**config.mk**
```make
export PLATFORM = sky130hd
export DESIGN_NAME = frame_tx
export DESIGN_NICKNAME = d
export VERILOG_FILES = /design/src/rtl/frame_tx_pkg.sv /design/src/rtl/frame_tx_uart.sv /design/src/rtl/frame_tx.sv
export SDC_FILE = /design/constraint.sdc
export NUM_CORES = 1
export LEC_CHECK = 0
export BUFFER_PORTS_ARGS = -buffer_cell sky130_fd_sc_hd__buf_2
export CAP_MARGIN = 20
export CORE_MARGIN = 10
export CORE_UTILIZATION = 45
export CTS_BUF_LIST = sky130_fd_sc_hd__clkbuf_16
export CTS_CLUSTER_DIAMETER = 80
export DETAILED_ROUTE_END_ITERATION = 10
export GPL_TIMING_DRIVEN = 0
export MAX_ROUTING_LAYER = met4
export SYNTH_ARGS = -nofsm -noshare
export SYNTH_HDL_FRONTEND = slang
export SYNTH_HIERARCHICAL = 1
export SYNTH_SLANG_ARGS = --single-unit
```
**constraint.sdc**
```tcl
create_clock -name clk -period 4.5 [get_ports clk]
set_clock_uncertainty 0.1 [all_clocks]
set_input_delay 0.45 -clock clk [delete_from_list [all_inputs] [get_ports clk]]
set_output_delay 0.45 -clock clk [all_outputs]
set_load 0.02 [all_outputs]
```
**src/rtl/frame_tx_pkg.sv**
```systemverilog
// Shared constants for the point-frame transmitter: frame layout bytes,
// byte counts, UART framing and the sequencer state encoding.
package frame_tx_pkg;

  // Frame layout
  localparam int SYNC_LEN = 8;
  localparam int PT_LEN   = 4;
  localparam int TERM_LEN = 4;

  localparam logic [7:0] SYNC_BYTE  = 8'h00;
  localparam logic [7:0] TERM_BYTE  = 8'h01;
  localparam logic [7:0] BRIGHT_ON  = 8'h3F;
  localparam logic [7:0] BRIGHT_OFF = 8'h00;

  // 8N1: start bit + 8 data bits + stop bit
  localparam int FRAME_BITS = 10;

  // Sequencer states
  localparam logic [2:0] S_IDLE  = 3'd0;
  localparam logic [2:0] S_SYNC  = 3'd1;
  localparam logic [2:0] S_FETCH = 3'd2;
  localparam logic [2:0] S_POINT = 3'd3;
  localparam logic [2:0] S_TERM  = 3'd4;
  localparam logic [2:0] S_DONE  = 3'd5;

  // First byte of a point encodes only the brightness flag
  function automatic logic [7:0] bright_byte(input logic on);
    return on ? BRIGHT_ON : BRIGHT_OFF;
  endfunction

endpackage

```
**src/rtl/frame_tx_uart.sv**
```systemverilog
// 8N1 UART byte serializer, LSB first. A byte is accepted on i_start while
// idle; o_done is high during the final cycle of the stop bit so the caller
// can queue the next byte with only one idle cycle on the line.
module uart_tx
  import frame_tx_pkg::*;
#(
  parameter int clks_per_bit = 87
) (
  input  logic       clk,
  input  logic       reset,
  input  logic       i_start,
  input  logic [7:0] i_byte,
  output logic       o_serial,
  output logic       o_active,
  output logic       o_done
);

  localparam int CW = $clog2(clks_per_bit + 1);

  logic [CW-1:0] clk_cnt;
  logic [3:0]    bit_idx;
  logic [9:0]    shreg;
  logic          active;
  logic          bit_end;

  assign bit_end  = (clk_cnt == CW'(clks_per_bit - 1));
  assign o_done   = active && bit_end && (bit_idx == 4'(FRAME_BITS - 1));
  assign o_active = active;
  // Line idles high whenever no byte is in flight, including right after reset
  assign o_serial = active ? shreg[0] : 1'b1;

  // Bit-period timing and bit position (control)
  always_ff @(posedge clk) begin
    if (reset) begin
      active  <= 1'b0;
      clk_cnt <= '0;
      bit_idx <= '0;
    end else if (!active) begin
      if (i_start) begin
        active  <= 1'b1;
        clk_cnt <= '0;
        bit_idx <= '0;
      end
    end else if (bit_end) begin
      clk_cnt <= '0;
      if (bit_idx == 4'(FRAME_BITS - 1)) active <= 1'b0;
      else                               bit_idx <= bit_idx + 4'd1;
    end else begin
      clk_cnt <= clk_cnt + 1'b1;
    end
  end

  // Shift register holding {stop, data, start}; bit 0 is on the line
  always_ff @(posedge clk) begin
    if (!active && i_start)    shreg <= {1'b1, i_byte, 1'b0};
    else if (active && bit_end) shreg <= {1'b1, shreg[9:1]};
  end

endmodule

```
**src/rtl/frame_tx.sv**
```systemverilog
// Point-frame sequencer: sends 8 sync bytes, N four-byte points read from an
// external synchronous RAM, then 4 terminator bytes over a UART.
module frame_tx
  import frame_tx_pkg::*;
#(
  parameter int index_bits   = 11,
  parameter int max_points   = 2000,
  parameter int clks_per_bit = 87
) (
  input  logic                  clk,
  input  logic                  reset,
  input  logic                  start,
  input  logic [index_bits-1:0] num_points,
  output logic [index_bits-1:0] read_address,
  input  logic [24:0]           point,
  output logic                  tx,
  output logic                  busy,
  output logic                  done
);

  // One extra bit so a full buffer count does not wrap
  localparam int IW1 = index_bits + 1;
  localparam logic [IW1-1:0] MAX_N = IW1'(max_points);

  logic [2:0]     state;
  logic [2:0]     byte_cnt;
  logic [IW1-1:0] pt_cnt;
  logic [IW1-1:0] pt_next;
  logic [IW1-1:0] n_lat;
  logic [23:0]    pt_xy;
  logic [7:0]     tx_byte;
  logic           start_q;
  logic           u_active;
  logic           u_done;

  assign pt_next = pt_cnt + 1'b1;

  function automatic logic [IW1-1:0] clamp_n(input logic [index_bits-1:0] n);
    if ({1'b0, n} > MAX_N) return MAX_N;
    return {1'b0, n};
  endfunction

  uart_tx #(
    .clks_per_bit(clks_per_bit)
  ) u_uart (
    .clk     (clk),
    .reset   (reset),
    .i_start (start_q),
    .i_byte  (tx_byte),
    .o_serial(tx),
    .o_active(u_active),
    .o_done  (u_done)
  );

  // Frame sequencer: each byte is queued in the last stop-bit cycle of the previous one
  always_ff @(posedge clk) begin
    if (reset) begin
      state        <= S_IDLE;
      busy         <= 1'b0;
      done         <= 1'b0;
      start_q      <= 1'b0;
      byte_cnt     <= '0;
      pt_cnt       <= '0;
      n_lat        <= '0;
      read_address <= '0;
    end else begin
      start_q <= 1'b0;
      done    <= 1'b0;
      case (state)
        S_IDLE: begin
          if (start) begin
            n_lat        <= clamp_n(num_points);
            busy         <= 1'b1;
            byte_cnt     <= '0;
            pt_cnt       <= '0;
            read_address <= '0;
            tx_byte      <= SYNC_BYTE;
            start_q      <= 1'b1;
            state        <= S_SYNC;
          end
        end
        S_SYNC: begin
          if (u_done) begin
            if (byte_cnt == 3'(SYNC_LEN - 1)) begin
              byte_cnt <= '0;
              if (n_lat == '0) begin
                tx_byte <= TERM_BYTE;
                start_q <= 1'b1;
                state   <= S_TERM;
              end else begin
                state <= S_FETCH;
              end
            end else begin
              byte_cnt <= byte_cnt + 3'd1;
              tx_byte  <= SYNC_BYTE;
              start_q  <= 1'b1;
            end
          end
        end
        S_FETCH: begin
          // read_address has been stable for a full byte time, so point is valid here
          if (!u_active) begin
            pt_xy    <= point[23:0];
            tx_byte  <= bright_byte(point[24]);
            start_q  <= 1'b1;
            byte_cnt <= '0;
            state    <= S_POINT;
          end
        end
        S_POINT: begin
          if (u_done) begin
            if (byte_cnt == 3'(PT_LEN - 1)) begin
              byte_cnt <= '0;
              pt_cnt   <= pt_next;
              if (pt_next == n_lat) begin
                tx_byte <= TERM_BYTE;
                start_q <= 1'b1;
                state   <= S_TERM;
              end else begin
                state <= S_FETCH;
              end
            end else begin
              byte_cnt <= byte_cnt + 3'd1;
              start_q  <= 1'b1;
              case (byte_cnt)
                3'd0:    tx_byte <= pt_xy[23:16];
                3'd1:    tx_byte <= pt_xy[15:8];
                default: tx_byte <= pt_xy[7:0];
              endcase
              // The point is latched; advance the address early so the next
              // fetch sees settled RAM data
              if (byte_cnt == 3'd2 && pt_next != n_lat)
                read_address <= pt_next[index_bits-1:0];
            end
          end
        end
        S_TERM: begin
          if (u_done) begin
            if (byte_cnt == 3'(TERM_LEN - 1)) begin
              byte_cnt <= '0;
              busy     <= 1'b0;
              done     <= 1'b1;
              state    <= S_DONE;
            end else begin
              byte_cnt <= byte_cnt + 3'd1;
              tx_byte  <= TERM_BYTE;
              start_q  <= 1'b1;
            end
          end
        end
        S_DONE: state <= S_IDLE;
        default: state <= S_IDLE;
      endcase
    end
  end

endmodule

```
==> results.yml <==
grt:
  grt_max_degree: 17
  grt_usage_pct: 15.36
  first_global_vias: 3910
  antenna_found_initial: 0
  grt_overflow: 0
  grt_pass1_wl_microns: 19550
critical_path:
  critPathRequiredTime_ps: 4370
  critPathMaxFanout: 9
  cp-end-kind: "flop"
  cp.arrival_ps: 3680
  cp-startpoint: "pt_cnt[0]$_SDFFE_PP0P_"
  crit_type: "flop to flop"
  r2r_end: "tx_byte[7]$_DFFE_PP_"
  critPathLaunchType: "flop"
  regToRegSetupSlack_ps: 690
  reg2regPathDepth: 9
  crit-reg2reg-launch: "pt_cnt[0]$_SDFFE_PP0P_"
finish:
  diodes: 0
  fin_cells: 761
  final_common_cell: "a21oi_1"
  fin_nets: 668
  mostFrequentLayoutCells: "a21oi_1 (70), buf_2 (58), dfxtp_1 (56)"
  drive_gt1_share_pct: 15.46
  area_growth_pct: 14.83
timing:
  setup_tns_ps: 0
  fmax_ghz: 0.2625
  fin_ws_ps: 690.4
  maxSlewHeadroom_pct: 37.15
  drv_slew: 0
  whs_ps: 174.7
  setup_viol: 0
  rsz0062_at_grt: "no"
  tightestPinTransition_ps: 935.6
  fin_crit_ps: 3810
  final_hold_viol_count: 0
  fin_crit_sh_pct: 84.66
power_and_ir_drop:
  peakVddDrop_uv: 232.0
  p_per_area_mw_per_mm2: 418.0
  cellLeakagePower_uw: 0.002061
cts:
  cts_hold_buffers: 0
  clock_sinks: 96
  cts_tree: "yes"
  clkTransAtPathRegs_ps: 70
  clock_latency_ps: 350
  root_buffer: "clkbuf_16"
  cts_buffers: 9
  cts_setup_buffers: 0
  ctsResizeCount: 0
  cts_max_level: 3
  cts.path.max_buffers: 2
hold_path:
  worstHoldEndpoint: "pt_xy[18]$_DFFE_PP_"
  min_path_type: "primary input to flop"
  hold_start: "point[18]"
  hold_depth: 1
run:
  maxCapViolCount: 0
yosys:
  synthFlopType: "dfxtp_1"
  syn_inst: 550
  synth_nets: 602
  synthSimpleGateAreaFrac_pct: 22.49
  synth_edf_count: 40
  synth_xor_area_share_pct: 2.468
  ys_types: 64
  synth_compound_area_share_pct: 19.19
  synthAdderAreaFrac_pct: 3.274
  netlist_area_sq_mm: 0.004969
  ys_warn_count: 6
  avgSynthCellArea_sq_um: 9.034
  synth_top_family_by_area: "simple AND/OR/NAND/NOR gates"
  ys_seq_elements: 96
  async_flop_share_pct: 0
  yosysSeqAreaShare_pct: 46.74
  synthMuxAreaShare_pct: 1.309
floorplan:
  die_w_microns: 125.1
  pin_count: 53
  start_util_pct: 45.83
  rows: 38
  dieArea_sq_mm: 0.01564
  coreArea_sq_mm: 0.01084
  die-height_microns: 125.1
placement:
  dp.cells: 744
  io_buffer_count: 51
  gp_congestion: 0.9473
  dp_slack_ps: 687.3
  hpwl_microns: 8813
routing:
  avgViaCountPerCell: 5.537
  wl_microns: 11930
  drc_errors: 0
  drt_pass1_iterations: 6
  ant_nets: 0
  vias: 4214
  wire_per_inst_microns: 15.68
  drtIter0Drc: 295
run_status:
  status: "finished, final reports clean"
==> flip-flops by register name (all words and copies together) (netlist names) <==
register / flops
n_lat: 11
u_uart/clk_cnt: 7
start_q: 1
u_uart/shreg: 9
pt_cnt: 12
read_address: 11
done: 1
state: 3
u_uart/o_active: 1
pt_xy: 24
busy: 1
byte_cnt: 3
tx_byte: 8
u_uart/bit_idx: 4
==> Yosys cell counts, types with 8 or more instances <==
master    count  area (sq um)
nand2b_1     20         125.1
ha_1         13         162.7
inv_1        19         71.32
dfxtp_1      56          1121
nor3_1       12         60.06
edfxtp_1     40          1201
nand3b_1      8         60.06
nand4_1       8         50.05
a22o_1       12         105.1
nand3_1      17         85.08
o21ai_0      29         145.1
xnor2_1       9         78.83
clkbuf_1     25         93.84
nand2_1      41         153.9
a21oi_1      70         350.3
nor2_1       55         206.5
==> report_power, final <==
group	total [uW]	internal (uW)	switching [uW]
combinational	600	213	387
clock	704	374	329
sequential	1080	1010	66.7
total	2390	1600	783
==> final cells by class <==
type                            count  area [sq um]
Tap cell                          140         175.2
Sequential cell                    96          2322
Clock buffer                        9         225.2
Clock inverter                      7         47.55
Buffer                             35         153.9
Timing Repair Buffer               55         282.8
Multi-Input combinational cell    400          2427
Inverter                           19         71.32
Fill cell                        1051          5135
==> how the worst max path moves through the flow <==
stage / end
after detailed placement: tx_byte[7]$_DFFE_PP_
after floorplan: pt_xy[0]$_DFFE_PP_
after global placement: pt_xy[12]$_DFFE_PP_
final: tx_byte[7]$_DFFE_PP_
after CTS: tx_byte[1]$_DFFE_PP_
after global routing: tx_byte[4]$_DFFE_PP_
==> cells by family (layout without fill, tap and decap cells) <==
family,count (synthesis),after routing
xor+xnor,14,14
flops,96,96
fa+ha+maj,13,13
mux,6,6
compound gates,158,158
buf+inv,54,125
simple gates,209,209
==> per-stage QoR <==
stage	cell area (sq um)	total power (uW)	util, %
6_report	5705	2385	52.63
5_1_grt	5705	2528	52.63
4_1_cts	5700	2402	52.59
3_5_place_dp	5428	1694	50.07
3_3_place_gp	5399	1680	49.80
2_1_floorplan	4969	1512	-
==> worst max-delay path: stages, from the launching register on <==
cell	delay, ps
dfxtp_1	560
ha_1	210
clkbuf_1	330
nand3_1	210
xor2_1	220
a221oi_1	300
o211ai_1	190
nor4_4	480
nor2_1	100
nor3_1	730
==> routing by layer <==
layer	wire length, microns	track usage [%]	share of wire (%)
met5	0	-	0
met4	190	6.301	1.6
met3	573	3.084	4.8
met2	4989	20.92	42
met1	6177	21.57	52
Power figures use the tool's default switching activity.
